**src/rtl/regfile_bank_pkg.sv**
```systemverilog
// Shared types and helpers for the register bank: defaults, byte-lane merge and address qualification.
package regfile_bank_pkg;

    localparam int RF_WIDTH_DFLT = 32;
    localparam int RF_DEPTH_DFLT = 32;
    localparam int RF_MAX_WIDTH  = 256;
    localparam int RF_MAX_BE     = RF_MAX_WIDTH / 8;

    typedef logic [RF_MAX_WIDTH-1:0] rf_word_t;
    typedef logic [RF_MAX_BE-1:0]    rf_be_t;

    // Callers zero-extend into the max-width types and truncate the result back.
    function automatic rf_word_t byte_merge(rf_word_t old_w, rf_word_t new_w, rf_be_t be);
        rf_word_t merged;
        for (int i = 0; i < RF_MAX_BE; i++) begin
            merged[8*i +: 8] = be[i] ? new_w[8*i +: 8] : old_w[8*i +: 8];
        end
        return merged;
    endfunction

    function automatic logic addr_valid(logic [31:0] addr, logic [31:0] depth, bit zero_reg);
        return (addr < depth) && !(zero_reg && (addr == 32'd0));
    endfunction

endpackage

```
**src/rtl/regfile_bank_if.sv**
```systemverilog
// Write/read/debug bus of the register bank; master drives addresses and write data.
interface regfile_bank_if #(
    parameter int WIDTH = 32,
    parameter int DEPTH = 32
);
    localparam int AW = $clog2(DEPTH);
    localparam int NB = WIDTH / 8;

    logic             we;
    logic [AW-1:0]    waddr;
    logic [WIDTH-1:0] wdata;
    logic [NB-1:0]    wbe;
    logic [AW-1:0]    raddr_a;
    logic [AW-1:0]    raddr_b;
    logic [WIDTH-1:0] rdata_a;
    logic [WIDTH-1:0] rdata_b;
    logic [AW-1:0]    dbg_addr;
    logic [WIDTH-1:0] dbg_data;
    logic             wr_hit;

    modport master (
        output we, waddr, wdata, wbe, raddr_a, raddr_b, dbg_addr,
        input  rdata_a, rdata_b, dbg_data, wr_hit
    );

    modport slave (
        input  we, waddr, wdata, wbe, raddr_a, raddr_b, dbg_addr,
        output rdata_a, rdata_b, dbg_data, wr_hit
    );

endinterface

```
**src/rtl/regfile_bank_read_port.sv**
```systemverilog
// One combinational read port: address decode with zero/out-of-range masking and optional write bypass.
module regfile_read_port
    import regfile_bank_pkg::*;
#(
    parameter int WIDTH    = RF_WIDTH_DFLT,
    parameter int DEPTH    = RF_DEPTH_DFLT,
    parameter bit ZERO_REG = 1'b1,
    parameter bit BYPASS   = 1'b1,
    localparam int AW      = $clog2(DEPTH),
    localparam int NB      = WIDTH / 8
) (
    input  logic [DEPTH-1:0][WIDTH-1:0] i_mem,
    input  logic [AW-1:0]               i_raddr,
    input  logic                        i_wr_ok,
    input  logic [AW-1:0]               i_waddr,
    input  logic [WIDTH-1:0]            i_wdata,
    input  logic [NB-1:0]               i_wbe,
    output logic [WIDTH-1:0]            o_rdata
);

    logic [WIDTH-1:0] w_base;
    logic             w_fwd;

    always_comb begin
        w_base = '0;
        if (addr_valid(32'(i_raddr), 32'(DEPTH), ZERO_REG)) begin
            w_base = i_mem[i_raddr];
        end
        // i_wr_ok already qualifies waddr, so a match implies a valid read address.
        w_fwd   = BYPASS && i_wr_ok && (i_raddr == i_waddr);
        o_rdata = w_base;
        if (w_fwd) begin
            o_rdata = WIDTH'(byte_merge(RF_MAX_WIDTH'(w_base), RF_MAX_WIDTH'(i_wdata),
                                        RF_MAX_BE'(i_wbe)));
        end
    end

endmodule

```
**src/rtl/regfile_bank.sv**
```systemverilog
// DEPTH x WIDTH register bank, one byte-masked write port, two bypassable reads and a debug read.
// Reads are combinational; wr_hit flags a bit-changing write one cycle after its edge.
module regfile_bank
    import regfile_bank_pkg::*;
#(
    parameter int WIDTH    = RF_WIDTH_DFLT,
    parameter int DEPTH    = RF_DEPTH_DFLT,
    parameter bit ZERO_REG = 1'b1,
    parameter bit BYPASS   = 1'b1
) (
    input  logic           clk,
    input  logic           rst,
    regfile_bank_if.slave  bus
);

    logic [DEPTH-1:0][WIDTH-1:0] r_mem;
    logic                        r_wr_hit;

    logic             w_wr_ok;
    logic [WIDTH-1:0] w_old;
    logic [WIDTH-1:0] w_merged;

    always_comb begin
        w_wr_ok = bus.we && addr_valid(32'(bus.waddr), 32'(DEPTH), ZERO_REG);
        w_old   = '0;
        if (w_wr_ok) begin
            w_old = r_mem[bus.waddr];
        end
        w_merged = WIDTH'(byte_merge(RF_MAX_WIDTH'(w_old), RF_MAX_WIDTH'(bus.wdata),
                                     RF_MAX_BE'(bus.wbe)));
    end

    always_ff @(posedge clk or posedge rst) begin
        if (rst) begin
            r_mem    <= '0;
            r_wr_hit <= 1'b0;
        end else begin
            r_wr_hit <= w_wr_ok && (w_merged != w_old);
            if (w_wr_ok) begin
                r_mem[bus.waddr] <= w_merged;
            end
        end
    end

    assign bus.wr_hit = r_wr_hit;

    regfile_read_port #(.WIDTH(WIDTH), .DEPTH(DEPTH), .ZERO_REG(ZERO_REG), .BYPASS(BYPASS)) u_rd_a (
        .i_mem(r_mem), .i_raddr(bus.raddr_a), .i_wr_ok(w_wr_ok), .i_waddr(bus.waddr),
        .i_wdata(bus.wdata), .i_wbe(bus.wbe), .o_rdata(bus.rdata_a)
    );

    regfile_read_port #(.WIDTH(WIDTH), .DEPTH(DEPTH), .ZERO_REG(ZERO_REG), .BYPASS(BYPASS)) u_rd_b (
        .i_mem(r_mem), .i_raddr(bus.raddr_b), .i_wr_ok(w_wr_ok), .i_waddr(bus.waddr),
        .i_wdata(bus.wdata), .i_wbe(bus.wbe), .o_rdata(bus.rdata_b)
    );

    // Debug always observes stored state only.
    regfile_read_port #(.WIDTH(WIDTH), .DEPTH(DEPTH), .ZERO_REG(ZERO_REG), .BYPASS(1'b0)) u_rd_dbg (
        .i_mem(r_mem), .i_raddr(bus.dbg_addr), .i_wr_ok(w_wr_ok), .i_waddr(bus.waddr),
        .i_wdata(bus.wdata), .i_wbe(bus.wbe), .o_rdata(bus.dbg_data)
    );

endmodule
```
**src/flat_wrapper.sv**
```systemverilog
// flat-port wrapper written by rule: the top's interface ports become plain ports
module regfile_bank_flat import regfile_bank_pkg::*;
#(
    parameter int WIDTH    = RF_WIDTH_DFLT,
    parameter int DEPTH    = RF_DEPTH_DFLT,
    parameter bit ZERO_REG = 1'b1,
    parameter bit BYPASS   = 1'b1
)
  (clk, rst, bus_we, bus_waddr, bus_wdata, bus_wbe, bus_raddr_a, bus_raddr_b, bus_dbg_addr, bus_rdata_a, bus_rdata_b, bus_dbg_data, bus_wr_hit);
  regfile_bank_if #(.WIDTH(WIDTH), .DEPTH(DEPTH)) bus_i ();
  input  logic clk;
  input  logic rst;
  input wire logic [$bits(bus_i.we)-1:0] bus_we;
  input wire logic [$bits(bus_i.waddr)-1:0] bus_waddr;
  input wire logic [$bits(bus_i.wdata)-1:0] bus_wdata;
  input wire logic [$bits(bus_i.wbe)-1:0] bus_wbe;
  input wire logic [$bits(bus_i.raddr_a)-1:0] bus_raddr_a;
  input wire logic [$bits(bus_i.raddr_b)-1:0] bus_raddr_b;
  input wire logic [$bits(bus_i.dbg_addr)-1:0] bus_dbg_addr;
  output wire logic [$bits(bus_i.rdata_a)-1:0] bus_rdata_a;
  output wire logic [$bits(bus_i.rdata_b)-1:0] bus_rdata_b;
  output wire logic [$bits(bus_i.dbg_data)-1:0] bus_dbg_data;
  output wire logic [$bits(bus_i.wr_hit)-1:0] bus_wr_hit;
  assign bus_i.we = bus_we;
  assign bus_i.waddr = bus_waddr;
  assign bus_i.wdata = bus_wdata;
  assign bus_i.wbe = bus_wbe;
  assign bus_i.raddr_a = bus_raddr_a;
  assign bus_i.raddr_b = bus_raddr_b;
  assign bus_i.dbg_addr = bus_dbg_addr;
  assign bus_rdata_a = bus_i.rdata_a;
  assign bus_rdata_b = bus_i.rdata_b;
  assign bus_dbg_data = bus_i.dbg_data;
  assign bus_wr_hit = bus_i.wr_hit;
  regfile_bank #(.WIDTH(WIDTH), .DEPTH(DEPTH), .ZERO_REG(ZERO_REG), .BYPASS(BYPASS)) u_core (.clk(clk), .rst(rst), .bus(bus_i));
endmodule
```
**config.mk**
```make
export PLATFORM = sky130hd
export DESIGN_NAME = regfile_bank_flat
export DESIGN_NICKNAME = d
export VERILOG_FILES = /design/src/rtl/regfile_bank_pkg.sv /design/src/rtl/regfile_bank_if.sv /design/src/rtl/regfile_bank_read_port.sv /design/src/rtl/regfile_bank.sv /design/src/flat_wrapper.sv
export SDC_FILE = /design/constraint.sdc
export NUM_CORES = 2
export LEC_CHECK = 0
export CAP_MARGIN = 20
export CORE_MARGIN = 1
export CORE_UTILIZATION = 50
export DETAILED_ROUTE_END_ITERATION = 16
export PLACE_DENSITY = 0.63
export SETUP_SLACK_MARGIN = 0.05
export SLEW_MARGIN = 20
export SYNTH_ARGS = -nofsm -noshare
export SYNTH_HDL_FRONTEND = slang
export SYNTH_SLANG_ARGS = --single-unit
```
**constraint.sdc**
```tcl
create_clock -name clk -period 59.7 [get_ports clk]
set_input_delay 5.97 -clock clk [delete_from_list [all_inputs] [get_ports clk]]
set_output_delay 5.97 -clock clk [all_outputs]
set_load 0.005 [all_outputs]
```
==> run_summary.xml <==
<?xml version="1.0" encoding="UTF-8"?>
<metrics>
  <group name="sta">
    <metric name="report.final.slew_viol_count" unit="">0</metric>
    <metric name="max_freq" unit="MHz">57.5</metric>
    <metric name="timing.slew.headroom" unit="%">7.82</metric>
    <metric name="fin_crit_sh" unit="%">29.1</metric>
    <metric name="post-route-min-period" unit="ps">17400</metric>
    <metric name="tightestPinTransition" unit="ps">1340</metric>
    <metric name="postLayoutSetupSlackWorst" unit="ps">42300</metric>
    <metric name="timing.clock.skew" unit="ps">26.5</metric>
    <metric name="setup_tns" unit="ps">0</metric>
    <metric name="final.hold.worst_slack" unit="ps">438</metric>
    <metric name="grt_setup_unrepaired" unit="">false</metric>
    <metric name="finalHoldViolCount" unit="">0</metric>
    <metric name="setup_violations" unit="">0</metric>
  </group>
  <group name="finish">
    <metric name="nets" unit="">5826</metric>
    <metric name="area.growth.synth_to_final" unit="%">9.98</metric>
    <metric name="finish.cell_count_without_fillers" unit="">7670</metric>
    <metric name="final_core_utilization" unit="%">55.5</metric>
    <metric name="drive_gt1_share" unit="%">24.6</metric>
  </group>
  <group name="power_and_ir_drop">
    <metric name="vdd.ir_drop.worst" unit="V">0.0000257</metric>
    <metric name="leakage" unit="nW">30.9</metric>
    <metric name="power-per-cell-area" unit="nW/um^2">28.9</metric>
  </group>
  <group name="floorplanning">
    <metric name="placeableCoreArea" unit="um^2">138000</metric>
    <metric name="die_w" unit="um">375</metric>
    <metric name="design.portCount" unit="">156</metric>
    <metric name="die_h" unit="um">375</metric>
    <metric name="die-area" unit="um^2">140000</metric>
    <metric name="floorplan.initialDensity" unit="%">50.5</metric>
    <metric name="placementRows" unit="">136</metric>
  </group>
  <group name="critical_path">
    <metric name="cp_common_cell" unit="">buf_4</metric>
    <metric name="worstPathMaxFanout" unit="">84</metric>
    <metric name="setup.worst_path.start" unit="">bus_raddr_a[1]</metric>
    <metric name="launch_instance_of_the_worst_register_to_register_path" unit="">u_core.r_mem[353]</metric>
    <metric name="critical_path.endpoint_type" unit="">output pin</metric>
    <metric name="cp.required" unit="ps">53730</metric>
    <metric name="timing_worst_setup_path_type" unit="">in -&gt; out</metric>
    <metric name="worst-endpoint-arrival" unit="ps">11430</metric>
    <metric name="worst_path_max_delay_cell" unit="">o21ai_0</metric>
    <metric name="worstSetupStartpointType" unit="">primary input</metric>
    <metric name="critical-path-max-stage-delay" unit="ps">1060</metric>
    <metric name="timing.critical_path.cells" unit="">buf_8 -&gt; buf_4 -&gt; buf_4 -&gt; xor2_1 -&gt; nor4_1 -&gt; and2_1 -&gt; or2_1 -&gt; o21ai_0 -&gt; clkdlybuf4s50_1</metric>
  </group>
  <group name="detailed_routing">
    <metric name="vias" unit="">56500</metric>
    <metric name="route.antenna.remaining_nets" unit="">0</metric>
    <metric name="drt-wirelength-per-cell" unit="um">35.8</metric>
    <metric name="remaining_drc_errors" unit="">0</metric>
    <metric name="vias_per_cell" unit="">7.37</metric>
    <metric name="drt_wl_total" unit="mm">275</metric>
    <metric name="detail_route.first_pass.iterations" unit="">7</metric>
    <metric name="drt-initial-drc-count" unit="">9229</metric>
  </group>
  <group name="clock_network">
    <metric name="clock_transition_at_the_register_clock_pins_on_the_worst_setup_and_hold_paths_after_cts" unit="ps">60</metric>
    <metric name="clock_insertion_delay_worst_skew" unit="ps">760</metric>
    <metric name="cts-resized-gates" unit="">0</metric>
    <metric name="h_tree_levels" unit="">3</metric>
    <metric name="cts-root-buf" unit="">clkbuf_16</metric>
    <metric name="cts_inserted_buffers" unit="">114</metric>
    <metric name="post_cts.repair.setup_buffers" unit="">0</metric>
    <metric name="cts_hold_buf" unit="">0</metric>
    <metric name="cts_tree" unit="">yes</metric>
    <metric name="cts_sinks" unit="">1025</metric>
    <metric name="clockBufferDepth" unit="">3</metric>
  </group>
  <group name="logic_synthesis">
    <metric name="synth_edf_count" unit="">0</metric>
    <metric name="yosysWarnings" unit="">0</metric>
    <metric name="synth_sequential_area_ratio" unit="%">36.9</metric>
    <metric name="post_synth_num_cell_types" unit="">43</metric>
    <metric name="ys_top_cells_by_count" unit="">nand2_1 (1083), o21ai_0 (1046), dfrtp_1 (1025)</metric>
    <metric name="netlist.top_cell.by_area" unit="">dfrtp_1</metric>
    <metric name="synthesis.instances" unit="">6034</metric>
    <metric name="syn_area" unit="um^2">69500</metric>
    <metric name="ys.flop_type" unit="">dfrtp_1</metric>
    <metric name="postSynthNetCount" unit="">6093</metric>
    <metric name="synth_async_sr_flop_share" unit="%">100</metric>
    <metric name="netlist_top_cells_area" unit="">dfrtp_1 (37%), mux4_2 (31%), mux2i_1 (9.3%)</metric>
    <metric name="mean_area_per_synthesized_cell" unit="um^2">11.5</metric>
    <metric name="synthDominantCellAreaShare" unit="%">36.9</metric>
    <metric name="most_frequently_used_cell_type_in_the_post_synthesis_netlist" unit="">nand2_1</metric>
    <metric name="synth-seq-cells" unit="">1025</metric>
  </group>
  <group name="outcome">
    <metric name="outcome" unit="">finished, final reports clean</metric>
  </group>
  <group name="hold_path">
    <metric name="holdCritPathClass" unit="">reg -&gt; reg</metric>
    <metric name="hp-start" unit="">u_core.r_mem[18]</metric>
  </group>
  <group name="grt">
    <metric name="grt_first_pass_wirelength" unit="mm">395</metric>
    <metric name="vias_in_the_first_global_route" unit="">54200</metric>
    <metric name="globalRouteOverflowTotal" unit="">0</metric>
    <metric name="grt_start_max_net_pins" unit="">172</metric>
    <metric name="antenna_found_initial" unit="">24</metric>
    <metric name="track_usage" unit="%">39.2</metric>
  </group>
  <group name="placement">
    <metric name="routabilityCongestion" unit="">0.960</metric>
    <metric name="placed_cells_incl_taps" unit="">7441</metric>
    <metric name="port_buffers" unit="">155</metric>
    <metric name="worst_slack_placed" unit="ps">42680</metric>
    <metric name="hpwl" unit="mm">159</metric>
  </group>
  <group name="job">
    <metric name="timing.max_cap.violations" unit="">0</metric>
  </group>
</metrics>
## sequential cells by signal (all words and copies together), names as in the netlist
name               cells
u_core.bus.wr_hit      1
u_core.r_mem        1024
## power by group
group / switching, mW / total, mW / internal [mW] / leakage [nW]
clock: 0.319 / 0.777 / 0.458 / 2.00
combinational: 0.254 / 0.520 / 0.266 / 15.1
sequential: 0.122 / 0.909 / 0.786 / 13.8
total: 0.695 / 2.21 / 1.51 / 30.9
## cell families after synthesis
logic type | synth area share, %
flops | 36.9
xor+xnor | 0.530
mux | 40.3
compound gates | 10.6
simple gates | 7.40
buf+inv | 4.18
## cell usage in the layout (no fill, tap or decap), types with 3 or more instances in the layout
master | netlist | layout
o21ai_1 | 10 | 11
or2_2 | 6 | 6
mux2i_2 | 0 | 30
buf_4 | 2 | 161
or4b_4 | 1 | 4
nand2_1 | 1083 | 1060
a41oi_1 | 4 | 4
xnor2_1 | 22 | 22
xor2_1 | 20 | 20
clkbuf_1 | 475 | 17
mux4_2 | 958 | 958
o22ai_1 | 255 | 255
nor4_1 | 10 | 10
clkinv_4 | 0 | 6
clkinv_2 | 0 | 20
buf_12 | 0 | 5
clkdlybuf4s50_1 | 0 | 139
a41oi_2 | 20 | 20
clkbuf_16 | 0 | 117
buf_8 | 0 | 7
o21ai_0 | 1046 | 1045
diode_2 | 0 | 10
buf_6 | 7 | 4
nand4bb_4 | 0 | 6
a31oi_1 | 9 | 9
nand4b_1 | 4 | 4
clkbuf_8 | 0 | 24
or4_1 | 4 | 3
nand4_1 | 5 | 5
dfrtp_1 | 1025 | 1025
and2_1 | 8 | 8
nand3_4 | 0 | 8
o41ai_1 | 4 | 4
clkinvlp_4 | 0 | 10
bufinv_16 | 0 | 16
nor2_1 | 150 | 149
nand2_4 | 0 | 23
nor2b_1 | 9 | 9
mux2i_1 | 642 | 610
## area by class of cell
cell class / instances / area (um^2)
clock buffer: 158 / 3320
clock inverter: 57 / 781
tap: 1794 / 2240
inverter: 1 / 11.3
antenna: 10 / 25.0
multi-input combinational: 4305 / 41400
timing repair buffer: 320 / 2920
fill: 11600 / 61300
sequential: 1025 / 25600
## layer usage
layer  part of all wire (%)  track usage (%)
met5                  0.063                0
met4                    6.3             20.1
met3                     16             16.3
met2                     41             53.7
met1                     36             53.3
## path summary, 6_finish.rpt
check,slack (ps),cells past startpoint,endpoint
max,42300,9,bus_rdata_a[31]
min,440,0,u_core.r_mem[18]
max reg2reg,56430,8,u_core.bus.wr_hit
min reg2reg,440,0,u_core.r_mem[18]
max in group asynchronous,50080,6,u_core.r_mem[211]
min in group asynchronous,5770,2,u_core.r_mem[72]
## worst max-delay path: cells and delay by family
kind | cells | cell delay, ps
AO/OA/AOI/OAI | 1 | 1060
AND/OR/NAND/NOR | 3 | 1030
XOR/XNOR | 1 | 210
buffers and inverters | 4 | 3100
## stage by stage
| stage | total power, mW | instance area, um^2 |
|---|---|---|
| finish | 2.21 | 76400 |
| global route | 2.28 | 76400 |
| CTS | 2.19 | 76300 |
| detailed placement | 1.42 | 72200 |
| global placement | 1.41 | 72200 |
| floorplan | 1.24 | 69500 |
(Power assumes the default switching activity.)
